## src/rtl/data_sync_mc.sv

```systemverilog
// -----------------------------------------------------------------------------
// data_sync_mc
//
// Multi-channel enable-qualified data synchroniser with a round-robin output
// merger.
//
// Each channel receives a data slice together with an asynchronous enable (or
// toggle) line. The enable line is synchronised through NUM_STAGES flops and
// then compared against one extra delay flop to detect an event. An event
// captures the channel's slice into its hold register and marks the channel
// pending. A single output register then presents pending words one at a
// time under a valid/ready handshake. Channels are served in round-robin
// order.
//
// Parameters
//   NUM_CH      number of independent channels, 1..16
//   BUS_WIDTH   data width per channel
//   NUM_STAGES  enable synchroniser depth, >= 2
//   TOGGLE_MODE 0: event on rising enable edge, 1: event on any enable edge
//
// Ports
//   CLK         single clock; all state changes on its rising edge
//   RST         synchronous, active-high reset
//   Unsync_bus  channel c data at [c*BUS_WIDTH +: BUS_WIDTH]; the slice must
//               stay stable from its enable change until it is captured
//   bus_enable  per-channel asynchronous enable/toggle
//   out_ready   downstream accept
//   sync_bus    registered output word
//   sync_valid  sync_bus/sync_ch hold a word
//   sync_ch     source channel of sync_bus
//   overrun     sticky per-channel overrun flags
//
// Build option
//   DATA_SYNC_MC_OVERRUN_EN  when defined, overrun[c] sets whenever a new
//                            event on channel c replaces a word that was still
//                            pending and not being granted that cycle; the
//                            flag stays set until reset. When undefined,
//                            overrun is tied to zero and no flops exist.
// -----------------------------------------------------------------------------
module data_sync_mc #(
   parameter int NUM_CH      = 4,
   parameter int BUS_WIDTH   = 8,
   parameter int NUM_STAGES  = 2,
   parameter int TOGGLE_MODE = 0,
   localparam int CH_W       = (NUM_CH > 1) ? $clog2(NUM_CH) : 1
) (
   input  logic                        CLK,
   input  logic                        RST,
   input  logic [NUM_CH*BUS_WIDTH-1:0] Unsync_bus,
   input  logic [NUM_CH-1:0]           bus_enable,
   input  logic                        out_ready,
   output logic [BUS_WIDTH-1:0]        sync_bus,
   output logic                        sync_valid,
   output logic [CH_W-1:0]             sync_ch,
   output logic [NUM_CH-1:0]           overrun
);

   // Synchroniser chains, event-detect delay flops, per-channel holding state
   logic [NUM_STAGES-1:0] en_sync [NUM_CH];
   logic [NUM_CH-1:0]     en_dly;
   logic [NUM_CH-1:0]     ev;
   logic [BUS_WIDTH-1:0]  hold    [NUM_CH];
   logic [NUM_CH-1:0]     pend;

   // Round-robin arbitration state
   logic [CH_W-1:0]       ptr;
   logic [CH_W-1:0]       gnt;
   logic [NUM_CH-1:0]     gnt_oh;
   logic                  gnt_vld;
   logic                  load;

   // --------------------------------------------------------------------------
   // Event detection on the output of each synchroniser chain
   // --------------------------------------------------------------------------
   always_comb begin
      ev = '0;
      for (int c = 0; c < NUM_CH; c++) begin
         if (TOGGLE_MODE != 0)
            ev[c] = en_sync[c][NUM_STAGES-1] ^ en_dly[c];
         else
            ev[c] = en_sync[c][NUM_STAGES-1] & ~en_dly[c];
      end
   end

   // --------------------------------------------------------------------------
   // Round-robin grant: search begins one past the last granted channel and
   // wraps, so the channel just served has the lowest priority next time.
   // --------------------------------------------------------------------------
   always_comb begin
      int              idx;
      logic [CH_W-1:0] sel;
      idx     = 0;
      sel     = '0;
      gnt     = '0;
      gnt_oh  = '0;
      gnt_vld = 1'b0;
      for (int i = 1; i <= NUM_CH; i++) begin
         idx = (int'(ptr) + i) % NUM_CH;
         sel = CH_W'(idx);
         if (!gnt_vld && pend[sel]) begin
            gnt_vld     = 1'b1;
            gnt         = sel;
            gnt_oh[sel] = 1'b1;
         end
      end
   end

   // The output register may take a new word when it is empty or when its
   // current word is being accepted this cycle.
   assign load = gnt_vld && (!sync_valid || out_ready);

   // --------------------------------------------------------------------------
   // Channel stage: synchronise, capture on event, track pending words.
   // A new event always wins over a same-cycle grant clear, so a word that
   // arrives as the previous one leaves is kept pending.
   // --------------------------------------------------------------------------
   always_ff @(posedge CLK) begin
      if (RST) begin
         for (int c = 0; c < NUM_CH; c++) begin
            en_sync[c] <= '0;
            hold[c]    <= '0;
         end
         en_dly <= '0;
         pend   <= '0;
      end else begin
         for (int c = 0; c < NUM_CH; c++) begin
            en_sync[c] <= {en_sync[c][NUM_STAGES-2:0], bus_enable[c]};
            en_dly[c]  <= en_sync[c][NUM_STAGES-1];
            if (ev[c]) begin
               hold[c] <= Unsync_bus[c*BUS_WIDTH +: BUS_WIDTH];
               pend[c] <= 1'b1;
            end else if (load && gnt_oh[c]) begin
               pend[c] <= 1'b0;
            end
         end
      end
   end

   // --------------------------------------------------------------------------
   // Output stage: present one word at a time under valid/ready.
   // sync_bus keeps its last value after the word is accepted.
   // --------------------------------------------------------------------------
   always_ff @(posedge CLK) begin
      if (RST) begin
         sync_bus   <= '0;
         sync_ch    <= '0;
         sync_valid <= 1'b0;
         ptr        <= CH_W'(NUM_CH - 1);
      end else if (load) begin
         sync_bus   <= hold[gnt];
         sync_ch    <= gnt;
         sync_valid <= 1'b1;
         ptr        <= gnt;
      end else if (sync_valid && out_ready) begin
         sync_valid <= 1'b0;
      end
   end

   // --------------------------------------------------------------------------
   // Overrun flags: a pending word replaced before it could be granted.
   // Being granted on the same edge as the new event is not an overrun, since
   // the old word leaves through the output register.
   // --------------------------------------------------------------------------
`ifdef DATA_SYNC_MC_OVERRUN_EN
   logic [NUM_CH-1:0] ovr_q;

   always_ff @(posedge CLK) begin
      if (RST)
         ovr_q <= '0;
      else
         ovr_q <= ovr_q | (ev & pend & ~({NUM_CH{load}} & gnt_oh));
   end

   assign overrun = ovr_q;
`else
   assign overrun = '0;
`endif

endmodule

```

## config.mk

```make
export PLATFORM = sky130hd
export DESIGN_NAME = data_sync_mc
export DESIGN_NICKNAME = d
export VERILOG_FILES = /design/src/rtl/data_sync_mc.sv
export SDC_FILE = /design/constraint.sdc
export NUM_CORES = 1
export LEC_CHECK = 0
export ABC_AREA = 1
export CAP_MARGIN = 40
export CELL_PAD_IN_SITES_DETAIL_PLACEMENT = 1
export CELL_PAD_IN_SITES_GLOBAL_PLACEMENT = 2
export CORE_UTILIZATION = 31
export DETAILED_ROUTE_END_ITERATION = 7
export HOLD_SLACK_MARGIN = 0.03
export PLACE_DENSITY = 0.78
export SKIP_LAST_GASP = 1
export SLEW_MARGIN = 10
export SYNTH_ARGS = -nofsm -noshare
export SYNTH_HDL_FRONTEND = slang
export SYNTH_SLANG_ARGS = --single-unit
```

## constraint.sdc

```tcl
create_clock -name CLK -period 2.5 [get_ports CLK]
set_input_delay 0.625 -clock CLK [delete_from_list [all_inputs] [get_ports CLK]]
set_output_delay 0.625 -clock CLK [all_outputs]
set_load 0.01 [all_outputs]
```

# Yosys cells after proc, flatten, opt, wreduce, memory -nomap -nowiden

Memory sizes are Yosys's and may differ from the RTL's. A register that Yosys moved wholly into a read port is not among the register bits.
Index checks and enable logic that the tools add are counted.

Output and inout port bits: 15
Word-level logic and storage cells: 125
Bits in writable memories: 40
Bits of input ports: 39
Memories kept: 2
Register bits: 13

$lt $le $gt $ge: 8
Reductions and logical operators: 23
Bitwise operators: 19
Multiplexer cells: 61
Add/subtract/negate cells: 4

Memory list:

| name    | words | bits a word | rd ports | clocked after memory_dff | write ports | RTL line | source |
|---|---|---|---|---|---|---|---|
| hold    | 4     | 8           | 1        | 1                        | 4           | 62       | `logic [BUS_WIDTH-1:0] hold [NUM_CH];` |
| en_sync | 4     | 2           | 4        | 0                        | 4           | 59       | `logic [NUM_STAGES-1:0] en_sync [NUM_CH];` |

Operators with widths:

| operator                                                           | number |
|---|---|
| two-way mux 1 bit                                                  | 37 |
| two-way mux 8 bit                                                  | 4 |
| two-way mux 2 bit                                                  | 8 |
| two-way mux 4 bit                                                  | 4 |
| logical AND 1 bit                                                  | 13 |
| less-than comparator 2 x 3 -> 1 bit (second input constant)        | 4 |
| bitwise OR 4 bit                                                   | 3 |
| nonzero test 2 bit                                                 | 5 |
| binary-select mux 1 bit (select 2 bit)                             | 4 |
| demux 1 bit (select 2 bit)                                         | 4 |
| greater-or-equal comparator 2 x 1 -> 1 bit (second input constant) | 4 |
| bitwise OR 1 bit                                                   | 8 |
| adder 2 x 1 -> 2 bit (second input constant)                       | 2 |
| adder 2 bit (second input constant)                                | 2 |
| bitwise AND 1 bit                                                  | 4 |
| zero test 1 bit                                                    | 4 |
| NOT 1 bit                                                          | 4 |
| logical OR 1 bit                                                   | 1 |

# Depth between registers and ports, before layout

Gate-level depths: netlist of run 1.

Depth after elaboration: 17
Depth in mapped cells: 14

# Least setup slack after synthesis of run 1

Ideal clock, no wire load.

Path kind: register -> register
Start: register ptr[0]
End: register sync_bus[7], read port of hold
Stages on the path, launching flop included: 15
Setup time: 0.114 ns
Slack: 0.300 ns
Data arrival time: 2.086 ns
Period minus slack after synthesis: 2.200 ns
Cells stage by stage: dfxtp_1 inv_2 ha_1 inv_1 nand2_2 nand2_4 nor2_8 nand3_4 nand2_4 inv_1 buf_6 nor2_1 nor2_1 nand2_1 nor2_1

Longest elaborated chain between the ends: 14

Ends and longest elaborated chain:

| element                                 | RTL line | source |
|---|---|---|
| from (decl)                             | 66       | `logic [CH_W-1:0] ptr;` |
| from (signal assigned)                  | 148      | `ptr <= CH_W'(NUM_CH - 1);` |
| from (signal assigned)                  | 153      | `ptr <= gnt;` |
| adder 2 x 1 -> 2 bit                    | 98       | `idx = (int'(ptr) + i) % NUM_CH;` |
| binary-select mux 1 bit (select 2 bit)  | 100      | `if (!gnt_vld && pend[sel]) begin` |
| two-way mux 1 bit (not written as such) | 100      |  |
| two-way mux 1 bit                       | 100      |  |
| zero test 1 bit                         | 100      |  |
| logical AND 1 bit                       | 100      |  |
| two-way mux 1 bit                       | 100      |  |
| zero test 1 bit                         | 100      |  |
| logical AND 1 bit                       | 100      |  |
| two-way mux 1 bit                       | 100      |  |
| zero test 1 bit                         | 100      |  |
| logical AND 1 bit                       | 100      |  |
| two-way mux 1 bit                       | 100      |  |
| logical AND 1 bit                       | 110      | `assign load = gnt_vld && (!sync_valid \|\| out_ready);` |
| to (decl)                               | 52       | `output logic [BUS_WIDTH-1:0] sync_bus,` |

Parallel ways exist; a longest one is shown, timed or not. The select of a mux whose other input is x is not followed.
A chain may end at the register's enable or synchronous reset.

# Worst setup path in the final report of run 1

Start: register ptr[0]
End: register sync_bus[3], read port of hold

Same word-level chain as after synthesis.

==> metrics.cfg, run 1 <==
[floorplanning]
design.core.area_um2 = 9820
rows = 36
die_area_um2 = 10600
io_pins = 54
die_h_um = 103
initial_core_util_pct = 32.0
die_x_um = 103

[status]
outcome = finished clean

[route]
ant_nets = 0
drtIter0Drc = 79
vias = 2735
wl_um = 8280
route.detailed.drc = 0
first_pass_iters = 4
detail_route.wl_per_cell_um = 13.7
via_per_inst = 4.52

[grt]
grt_max_degree = 22
grt_pass1_wl_um = 13200
grt-ovfl-total = 0
track_usage_pct = 16.9
grt_pass1_vias = 2796
antenna_found_initial = 0

[synthesis]
netlist_area_um2 = 3150
yosys-top-cells-count = 93 x inv_1, 67 x nand2_1, 66 x nor2_1
netlist_instances = 400
synth.largest_area_cell = edfxtp_1
synth.area.mux_share_pct = 0
ys_types = 27
yosys.area_share.simple_pct = 29.0
synth_edf_count = 32
ys_seq_area_share_pct = 49.0
synth_xor_area_share_pct = 0
syn_area_per_cell_um2 = 7.86
ys_warn_count = 0
yosys-top-cells-area = edfxtp_1 31%, dfxtp_1 18%, inv_1 11%
synth_top_area_share_pct = 30.5
synth_most_common_cell = inv_1
synth_ff_type = edfxtp_1
ys_seq_elements = 61
synth_adder_area_share_pct = 3.18
synth_compound_gate_area_share_pct = 4.69
synth_top_family_by_area = simple AND/OR/NAND/NOR gates
async_flop_share_pct = 0

[clock_tree]
clock_latency_ps = 340
cts_tree = yes
cts_hold_buf = 0
cts.path.max_buffers = 2
clk_pin_slew_ps = 70
numCtsBuffers = 9
cts_resized = 0
ctsHtreeMaxLevel = 3
cts-root-buf = clkbuf_8
cts_setup_buffers = 0
cts_sinks = 61

[sta]
slew_viol_final = 0
hold_violations = 0
finalSetupTns_ps = 0
fin_crit_ps = 2230
fin_crit_sh_pct = 89.2
skew_ps = 14.8
rsz0062_at_grt = false
setup_viol = 0
timing.fmax_mhz = 448

[layout]
antenna_cells = 0
drive_gt1_share_pct = 10.2
syn_to_final_growth_pct = 28.7
fill_cells = 1232
postLayoutCoreUtil_pct = 41.2
layout.nets = 514

[setup_path]
reg2reg_slack_ps = 270
critPathLaunchType = register
reg2reg_from = ptr[0]
crit_arrival_ps = 2490
required_ps = 2760
ff2ff_path_depth = 13
criticalPathCategory = register to register
r2r_end = sync_bus[3]
cpMostUsedCell = nand2_1
crit_chain = inv_2 > ha_1 > inv_1 > nand3_1 > nand2_1 > a21oi_1 > nand2_1 > nand3_4 > inv_2 > nand2_1 > nand3_1 > nand2_1 > nor2_1
worst_path_max_delay_cell = ha_1
cp_max_fo = 17
end_kind = register
cp_slowest_stage_delay_ps = 360

[hold_path]
hold_class = register to register
holdPathEnd = en_sync[3][1]
hold_path_depth = 2
worstHoldStart = en_sync[3][0]

[place]
hpwlAfterDp_um = 6340
portBuffers = 49
gp_congestion = 0.824

[job]
cap_violations = 0

[power]
leakage_nw = 1.93
ir_drop_mv = 0.456
powerDensity_nw_per_um2 = 1200

## layout by cell type, fill, tap and decap left out, types with 2 or more instances in the layout
cell type / Yosys / routed
nand3_1: 40 / 40
nand4_1: 13 / 13
dfxtp_1: 29 / 29
clkbuf_8: 0 / 9
inv_2: 1 / 2
a21oi_1: 9 / 9
conb_1: 1 / 4
nor2_1: 66 / 66
nand2_4: 3 / 3
o21ai_0: 5 / 5
clkinv_2: 0 / 2
o211ai_1: 5 / 5
clkdlybuf4s50_1: 0 / 49
ha_1: 8 / 8
clkbuf_1: 3 / 2
buf_4: 5 / 15
nand2_1: 67 / 67
nand2_2: 6 / 6
clkinvlp_4: 0 / 4
inv_1: 93 / 91
edfxtp_1: 32 / 32
nand3_4: 2 / 2
## per-layer routing
layer	up-vias	part of all wire, %	global-route usage [%]	routed length, um
met5	-	0	0	0
met4	0	1.8	7.48	149
met3	14	2.9	2.85	237
met2	52	50	28.7	4110
met1	1305	46	21.0	3780
li1	1364	-	-	-
## registers in the layout, summed over array words and instances, names as in the netlist
register and count:
sync_ch 2, pend 4, en_dly 4, en_sync 8
ptr 2, hold 32, sync_bus 8, sync_valid 1
## worst max path at each step
stage | from | to | slack (ps) | cells after the start
2_1_floorplan | ptr[0] | sync_bus[7] | 300 | 14
3_3_place_gp | ptr[0] | sync_bus[7] | 270 | 11
3_5_place_dp | ptr[0] | sync_bus[7] | 150 | 12
4_1_cts | ptr[0] | sync_ch[0] | 110 | 10
5_1_grt | ptr[1] | sync_bus[6] | 30 | 12
6_report | ptr[0] | sync_bus[3] | 270 | 13
## cells by family (layout without fill, tap and decap cells)
logic type,count (synthesis),in the layout
simple gates,199,199
buf+inv,107,176
flops,61,61
compound gates,24,24
fa+ha+maj,8,8
other cells,1,4
## power breakdown
part / switching, mW / internal, mW
registers: 0.0640 / 1.18
clock network: 0.385 / 0.454
logic: 1.82 / 0.957
## layout make-up
cell class / instances / area, um2 / share of cell area (%)
Clock buffer: 11 / 131 / 3.24
Tap cell: 133 / 166 / 4.11
Inverter: 94 / 357 / 8.81
Timing Repair inverter: 2 / 15.0 / 0.371
Clock inverter: 5 / 51.3 / 1.27
Sequential cell: 61 / 1540 / 38.1
Timing Repair Buffer: 64 / 603 / 14.9
Multi-Input combinational cell: 235 / 1180 / 29.2
## per-stage QoR
| step | hold WS, ps | power [mW] | instance area (um2) | setup WS [ps] | cells |
|---|---|---|---|---|---|
| 6_report | 406 | 4.87 | 4050 | 270 | 605 |
| 3_3_place_gp | 389 | 3.88 | 3840 | 267 | 587 |
| 4_1_cts | 409 | 4.81 | 4020 | 107 | 603 |
| 3_5_place_dp | 397 | 3.95 | 3840 | 149 | 587 |
| 5_1_grt | 416 | 5.31 | 4050 | 29.6 | 605 |
| 2_1_floorplan | 388 | 3.15 | 3160 | 300 | 403 |
## worst max-delay path: cells and delay by family, from the launching register on
kind / cells / cell delay (ps)
buffers and inverters: 3 / 350
AOI/OAI and AO/OA: 1 / 110
and+or+nand+nor: 8 / 1000
DFF: 1 / 350
adders and majority gates: 1 / 360
No activity file was read; power rests on OpenSTA's default activity.
==> run 2, diff against run 1 <==
--- a/config.mk
+++ b/config.mk
@@ -6,13 +6,13 @@
 export NUM_CORES = 1
 export LEC_CHECK = 0
 export ABC_AREA = 1
-export CAP_MARGIN = 40
 export CELL_PAD_IN_SITES_DETAIL_PLACEMENT = 1
 export CELL_PAD_IN_SITES_GLOBAL_PLACEMENT = 2
 export CORE_UTILIZATION = 31
 export DETAILED_ROUTE_END_ITERATION = 7
 export HOLD_SLACK_MARGIN = 0.03
 export PLACE_DENSITY = 0.78
+export SKIP_CTS_REPAIR_TIMING = 1
 export SKIP_LAST_GASP = 1
 export SLEW_MARGIN = 10
 export SYNTH_ARGS = -nofsm -noshare
==> constraint.sdc (replaced) <==
create_clock -name CLK -period 2.5 [get_ports CLK]
set_input_delay 0.625 -clock CLK [delete_from_list [all_inputs] [get_ports CLK]]
set_output_delay 0.625 -clock CLK [all_outputs]
set_load 0.02 [all_outputs]
==> results of run 2 <==
Same layout as run 1 (identical final DEF). Status: finished clean.
Main changes from that run: total power 4.87 mW -> 4.92 mW
